### config.mk
export PLATFORM = sky130hd
export DESIGN_NAME = adpll_gain_scheduler
export DESIGN_NICKNAME = d
export VERILOG_FILES = /design/src/rtl/adpll_pkg.sv /design/src/rtl/adpll_window_counter.sv /design/src/rtl/adpll_gain_scheduler.sv
export SDC_FILE = /design/constraint.sdc
export NUM_CORES = 1
export LEC_CHECK = 0
export BUFFER_PORTS_ARGS = -buffer_cell sky130_fd_sc_hd__buf_4
export CORE_MARGIN = 1
export CORE_UTILIZATION = 45
export CTS_CLUSTER_SIZE = 16
export DETAILED_ROUTE_END_ITERATION = 16
export PLACE_DENSITY = 0.74
export SLEW_MARGIN = 20
export SYNTH_ARGS = -nofsm -noshare
export SYNTH_HDL_FRONTEND = slang
export SYNTH_SLANG_ARGS = --single-unit
### constraint.sdc
create_clock -name fpga_clk_i -period 2.18 [get_ports fpga_clk_i]
set_input_delay 0.109 -clock fpga_clk_i [delete_from_list [all_inputs] [get_ports fpga_clk_i]]
set_output_delay 0.109 -clock fpga_clk_i [all_outputs]
set_load 0.02 [all_outputs]
### src/rtl/adpll_pkg.sv
// Shared definitions for the ADPLL gain scheduler: state encodings, default widths
// and the saturating phase-error magnitude helper.
package adpll_pkg;

    localparam int PDET_WIDTH_DEF = 6;
    localparam int KP_WIDTH_DEF   = 8;
    localparam int KI_WIDTH_DEF   = 10;

    localparam logic [1:0] ST_IDLE    = 2'd0;
    localparam logic [1:0] ST_SETTLE  = 2'd1;
    localparam logic [1:0] ST_ACQUIRE = 2'd2;
    localparam logic [1:0] ST_TRACK   = 2'd3;

    // RAMP needs its own internal code but reports the TRACK encoding externally.
    typedef enum logic [2:0] {
        S_IDLE    = 3'd0,
        S_SETTLE  = 3'd1,
        S_ACQUIRE = 3'd2,
        S_TRACK   = 3'd3,
        S_RAMP    = 3'd4
    } state_t;

    function automatic logic [1:0] state_code(input state_t s);
        logic [2:0] raw;
        raw = s;
        if (s == S_RAMP) return ST_TRACK;
        return raw[1:0];
    endfunction

    // The most negative sample has no positive twin, so it clamps to the largest magnitude.
    function automatic logic [31:0] abs_sat(input logic signed [31:0] err, input int width);
        logic signed [31:0] most_neg;
        most_neg = -(32'sd1 <<< (width - 1));
        if (err == most_neg) return (32'd1 << (width - 1)) - 32'd1;
        if (err < 0) return 32'(-err);
        return 32'(err);
    endfunction

endpackage

### src/rtl/adpll_window_counter.sv
// Saturating consecutive-sample counter; done flags the sample that reaches TERMINAL.
module adpll_window_counter #(
    parameter int TERMINAL = 16,
    parameter int CW       = $clog2(TERMINAL) + 1
) (
    input  logic          clk,
    input  logic          rst,
    input  logic          sample_valid,
    input  logic          in_window,
    input  logic          clear,
    output logic [CW-1:0] count,
    output logic          done
);

    localparam logic [CW-1:0] TERM      = CW'(TERMINAL);
    localparam logic [CW-1:0] TERM_LAST = CW'(TERMINAL - 1);

    assign done = sample_valid && in_window && (count >= TERM_LAST);

    always_ff @(posedge clk or posedge rst) begin
        if (rst) begin
            count <= '0;
        end else if (clear) begin
            count <= '0;
        end else if (sample_valid) begin
            if (!in_window) begin
                count <= '0;
            end else if (count != TERM) begin
                count <= count + CW'(1);
            end
        end
    end

endmodule

### src/rtl/adpll_gain_scheduler.sv
// Sequences one ring ADPLL node IDLE -> SETTLE -> ACQUIRE -> TRACK and schedules KP/KI.
// Optional GAIN_RAMP_EN inserts a RAMP state that walks the gains to their track values.
module adpll_gain_scheduler
    import adpll_pkg::*;
#(
    parameter int PDET_WIDTH    = PDET_WIDTH_DEF,
    parameter int KP_WIDTH      = KP_WIDTH_DEF,
    parameter int KI_WIDTH      = KI_WIDTH_DEF,
    parameter int SETTLE_CYCLES = 256,
    parameter int LOCK_COUNT    = 16,
    parameter int UNLOCK_COUNT  = 4,
    parameter int LOCK_WINDOW   = 2
) (
    input  logic                  fpga_clk_i,
    input  logic                  reset_i,
    input  logic                  enable_i,
    input  logic [PDET_WIDTH-1:0] error_i,
    input  logic                  error_valid_i,
    input  logic [KP_WIDTH-1:0]   kp_acq_i,
    input  logic [KI_WIDTH-1:0]   ki_acq_i,
    input  logic [KP_WIDTH-1:0]   kp_trk_i,
    input  logic [KI_WIDTH-1:0]   ki_trk_i,
    output logic                  node_enable_o,
    output logic [KP_WIDTH-1:0]   kp_o,
    output logic [KI_WIDTH-1:0]   ki_o,
    output logic                  locked_o,
    output logic                  lock_lost_o,
    output logic [1:0]            state_o
);

    localparam int SW = $clog2(SETTLE_CYCLES) + 1;
    localparam int LW = $clog2(LOCK_COUNT) + 1;
    localparam int UW = $clog2(UNLOCK_COUNT) + 1;
    localparam logic [SW-1:0] SETTLE_LAST = SW'(SETTLE_CYCLES - 1);

    state_t                state, next_state;
    logic [SW-1:0]         settle_cnt;
    logic [PDET_WIDTH-1:0] err_mag;
    logic                  in_window;
    logic                  lock_done, unlock_done;
    logic                  lock_clear, unlock_clear;
    logic [LW-1:0]         lock_cnt;
    logic [UW-1:0]         unlock_cnt;
    logic [KP_WIDTH-1:0]   kp_nxt;
    logic [KI_WIDTH-1:0]   ki_nxt;
    logic                  cnt_unused;

    assign err_mag   = PDET_WIDTH'(abs_sat(32'(signed'(error_i)), PDET_WIDTH));
    assign in_window = (err_mag <= PDET_WIDTH'(LOCK_WINDOW));

    assign lock_clear   = (state != S_ACQUIRE) || (next_state != S_ACQUIRE);
    assign unlock_clear = (state != S_TRACK)   || (next_state != S_TRACK);
    assign cnt_unused   = ^{lock_cnt, unlock_cnt};

    adpll_window_counter #(.TERMINAL(LOCK_COUNT), .CW(LW)) u_lock_cnt (
        .clk          (fpga_clk_i),
        .rst          (reset_i),
        .sample_valid (error_valid_i),
        .in_window    (in_window),
        .clear        (lock_clear),
        .count        (lock_cnt),
        .done         (lock_done)
    );

    // Same counter reused for misses: an in-window sample breaks the run.
    adpll_window_counter #(.TERMINAL(UNLOCK_COUNT), .CW(UW)) u_unlock_cnt (
        .clk          (fpga_clk_i),
        .rst          (reset_i),
        .sample_valid (error_valid_i),
        .in_window    (!in_window),
        .clear        (unlock_clear),
        .count        (unlock_cnt),
        .done         (unlock_done)
    );

    always_comb begin
        next_state = state;
        kp_nxt     = '0;
        ki_nxt     = '0;
        if (!enable_i) begin
            next_state = S_IDLE;
        end else begin
            case (state)
                S_IDLE:    next_state = S_SETTLE;
                S_SETTLE:  if (settle_cnt == SETTLE_LAST) next_state = S_ACQUIRE;
`ifdef GAIN_RAMP_EN
                S_ACQUIRE: if (lock_done) next_state = S_RAMP;
                S_RAMP: begin
                    if (error_valid_i && !in_window)
                        next_state = S_ACQUIRE;
                    else if (kp_o == kp_trk_i && ki_o == ki_trk_i)
                        next_state = S_TRACK;
                end
`else
                S_ACQUIRE: if (lock_done) next_state = S_TRACK;
`endif
                S_TRACK:   if (unlock_done) next_state = S_ACQUIRE;
                default:   next_state = S_IDLE;
            endcase
        end

        case (next_state)
            S_SETTLE, S_ACQUIRE: begin
                kp_nxt = kp_acq_i;
                ki_nxt = ki_acq_i;
            end
            S_TRACK: begin
                kp_nxt = kp_trk_i;
                ki_nxt = ki_trk_i;
            end
`ifdef GAIN_RAMP_EN
            S_RAMP: begin
                kp_nxt = kp_o;
                ki_nxt = ki_o;
                if (state == S_RAMP && error_valid_i) begin
                    if (kp_o < kp_trk_i)      kp_nxt = kp_o + KP_WIDTH'(1);
                    else if (kp_o > kp_trk_i) kp_nxt = kp_o - KP_WIDTH'(1);
                    if (ki_o < ki_trk_i)      ki_nxt = ki_o + KI_WIDTH'(1);
                    else if (ki_o > ki_trk_i) ki_nxt = ki_o - KI_WIDTH'(1);
                end
            end
`endif
            default: begin
                kp_nxt = '0;
                ki_nxt = '0;
            end
        endcase
    end

    // Every output is registered from the next-state decode so they all move together.
    always_ff @(posedge fpga_clk_i or posedge reset_i) begin
        if (reset_i) begin
            state         <= S_IDLE;
            settle_cnt    <= '0;
            node_enable_o <= 1'b0;
            kp_o          <= '0;
            ki_o          <= '0;
            locked_o      <= 1'b0;
            lock_lost_o   <= 1'b0;
            state_o       <= ST_IDLE;
        end else begin
            state         <= next_state;
            node_enable_o <= (next_state != S_IDLE);
            kp_o          <= kp_nxt;
            ki_o          <= ki_nxt;
            locked_o      <= (next_state == S_TRACK);
            state_o       <= state_code(next_state);
            if (state == S_TRACK && next_state == S_ACQUIRE)
                lock_lost_o <= 1'b1;
            if (state == S_SETTLE && next_state == S_SETTLE) begin
                if (settle_cnt != SW'(SETTLE_CYCLES))
                    settle_cnt <= settle_cnt + SW'(1);
            end else begin
                settle_cnt <= '0;
            end
        end
    end

endmodule

==> impl_metrics.tcl <==
set metrics [dict create \
    status "completed" \
    drive_above_1_share 0.315 \
    root_buffer "clkbuf_8" \
    yosys_warnings 0 \
    die_x_um 72.3 \
    hold_slack_ns 0.0555 \
    route.detailed.drc 0 \
    synth.distinct_cells 46 \
    portBuffers 68 \
    cts_inserted_buffers 5 \
    met2_usage 0.345 \
    finish.utilization 0.634 \
    startpoint_type "flip-flop" \
    synth.cell_area_um2 2220 \
    setup_ws_ns 0.0677 \
    grt_pass1_vias 1914 \
    arrival_ns 2.29 \
    cts_sinks 43 \
    met1_usage 0.266 \
    finalSetupViolations 0 \
    hp-class "in2reg" \
    wl_um 5070 \
    worst_slew_pin_slew_ns 0.662 \
    fin_skew_ns 0.00887 \
    htree_levels 2 \
    powerDensity_nw_per_um2 551 \
    p_total_mw 1.66 \
    antenna_left 0 \
    grt_setup_unrepaired "true" \
    max_slew_margin 0.558 \
    cp.required_ns 2.36 \
    grt_use_total 0.210 \
    period_needed_ns 2.11 \
    fin_cells 378 \
    crit_path_start "u_lock_cnt.count[1]" \
    final_area_um2 3020 \
    dp_slack_ns -0.156 \
    wl_per_cell_um 13.4 \
    yosys-top-cells-count "dfrtp_1, a21oi_1, nand3_1" \
    area_growth_pct 35.6 \
    drtPass1Iterations 5 \
    grt_pass1_wl_um 8530 \
    met3_usage 0.0708 \
    gr-total-overflow 0 \
    synth_top_area_frac 0.484 \
    path_cells "ha_2, and3_1, ha_1, a2111oi_4, or4b_1, buf_6, o21ai_4, nor3_1" \
    postSynthCellCount 234 \
    clockBufferDepth 2 \
    crit_fanout 19 \
    avgSynthCellArea_um2 9.51 \
    drv_slew 0 \
    top_usage_layer "met2" \
    synth-main-ff-cell "dfrtp_1" \
    num_vias 2001 \
    synth.area.top_cells "dfrtp_1, a21oi_1, nand3_1" \
    ys_seq_elements 43 \
    period_share 0.969 \
    gp_congestion 0.982 \
    fmax_ghz 0.473 \
    hold_violations 0 \
    placed_cells 367 \
    grt_max_degree 21 \
    die_area_um2 5230 \
    clk_pin_slew_worst_paths_ns 0.09 \
    vias_per_cell 5.29 \
    antenna_found_initial 0 \
    core_area_um2 4750 \
    synth_edf_count 0 \
    crit-reg2reg-launch "u_lock_cnt.count[1]" \
    syn-num-nets 290 \
    hold_path.startpoint "kp_trk_i[6]" \
    cp_slowest_stage_delay_ns 0.53 \
    finalSetupTns_ns 0 \
    peakVddDrop_v 0.000316 \
    rows 25 \
    cts_tree "yes" \
    cp_slowest_cell "or4b_1" \
    yosys.area.top_type "dfrtp_1" \
    endpoint_kind "flip-flop" \
    initial_core_util 0.468 \
    placed_area_um2 2850 \
    pin_count 69 \
    maxCapViolations 0 \
    fp.dieH_um 72.3 \
    async_flop_share 1.00 \
    synth_most_common_cell "dfrtp_1" \
    ys_seq_area_frac 0.484 \
    diodes 0 \
    nets 366 \
    drt-initial-drc-count 71 \
    critical_path_class "reg2reg" \
    dp_hpwl_um 3670 \
    power.leakage_nw 1.41 \
    worstSkewPairLatency_ns 0.30 \
]
## final cells by class
class / instances / area (um^2)
Fill cell: 433 / 1740
Inverter: 15 / 56.3
Clock inverter: 3 / 43.8
Multi-Input combinational cell: 165 / 1070
Sequential cell: 43 / 1080
Clock buffer: 5 / 68.8
Timing Repair Buffer: 80 / 619
Tap cell: 67 / 83.8
## final timing paths
check | to | slack [ns] | depth (start not counted)
max in group asynchronous | lock_lost_o | 1.04 | 4
min in group asynchronous | kp_o[4] | 0.46 | 3
max | u_lock_cnt.count[3] | 0.07 | 8
max reg2reg | u_lock_cnt.count[3] | 0.07 | 8
min reg2reg | lock_lost_o | 0.49 | 1
min | kp_o[6] | 0.06 | 3
## cells by family (layout without fill, tap and decap cells)
family	Yosys count	in the layout	share of synthesized area
AO/OA/AOI/OAI	68	68	0.188
XOR/XNOR	6	6	0.0236
adder cells (fa/ha/maj)	10	10	0.0562
buffers and inverters	26	103	0.0501
flip-flops	43	43	0.484
multiplexers	2	2	0.0101
other	1	1	0.00169
AND/OR/NAND/NOR	78	78	0.186
## worst max-delay path, delay by kind of cell, from the launching register on
family          cells  cell delay, ns
simple gates        3            0.79
compound gates      2            0.24
flops               1            0.39
buf+inv             1            0.18
fa+ha+maj           2            0.40
## power breakdown
| part | total, mW | internal (mW) | switching [mW] |
|---|---|---|---|
| Combinational | 0.215 | 0.103 | 0.113 |
| Clock | 0.626 | 0.341 | 0.285 |
| Sequential | 0.822 | 0.814 | 0.00817 |
| Total | 1.66 | 1.26 | 0.406 |
## sequential cells by signal, summed over array words and instances (netlist names)
name                cells
ki_o                   10
u_unlock_cnt.count      3
u_lock_cnt.count        5
state_o                 2
settle_cnt              9
locked_o                1
kp_o                    8
node_enable_o           1
state                   3
lock_lost_o             1
## cell usage in the layout (no fill, tap or decap), types with 3 or more instances in the layout
cell and instances:
nand3_1 27, xor2_1 3, nand2b_1 3, a21o_1 3, a21oi_1 27, and2_1 3
nor2_1 15, xnor2_1 3, buf_4 77, o21ai_1 13, o21ai_0 9, nand2_1 6
nor4_1 3, dfrtp_1 43, ha_1 9, inv_1 15, clkbuf_8 5, nor3_1 4
and3_1 6
## metal layers
metal | vias up | share of wire | wire [um]
li1 | 983 | - | -
met1 | 937 | 0.44 | 2210
met2 | 71 | 0.48 | 2450
met3 | 10 | 0.069 | 350
met4 | 0 | 0.012 | 59
met5 | - | 0 | 0
## repair_timing
action	4_1_cts	5_1_grt
setup buffers	0	2
setup endpoints to repair	23	21
gates resized for setup	2	3
hold buffers	1	0
pin swaps	1	0
endpoints found under the hold margin	15	0
Power figures use the tool's default switching activity.
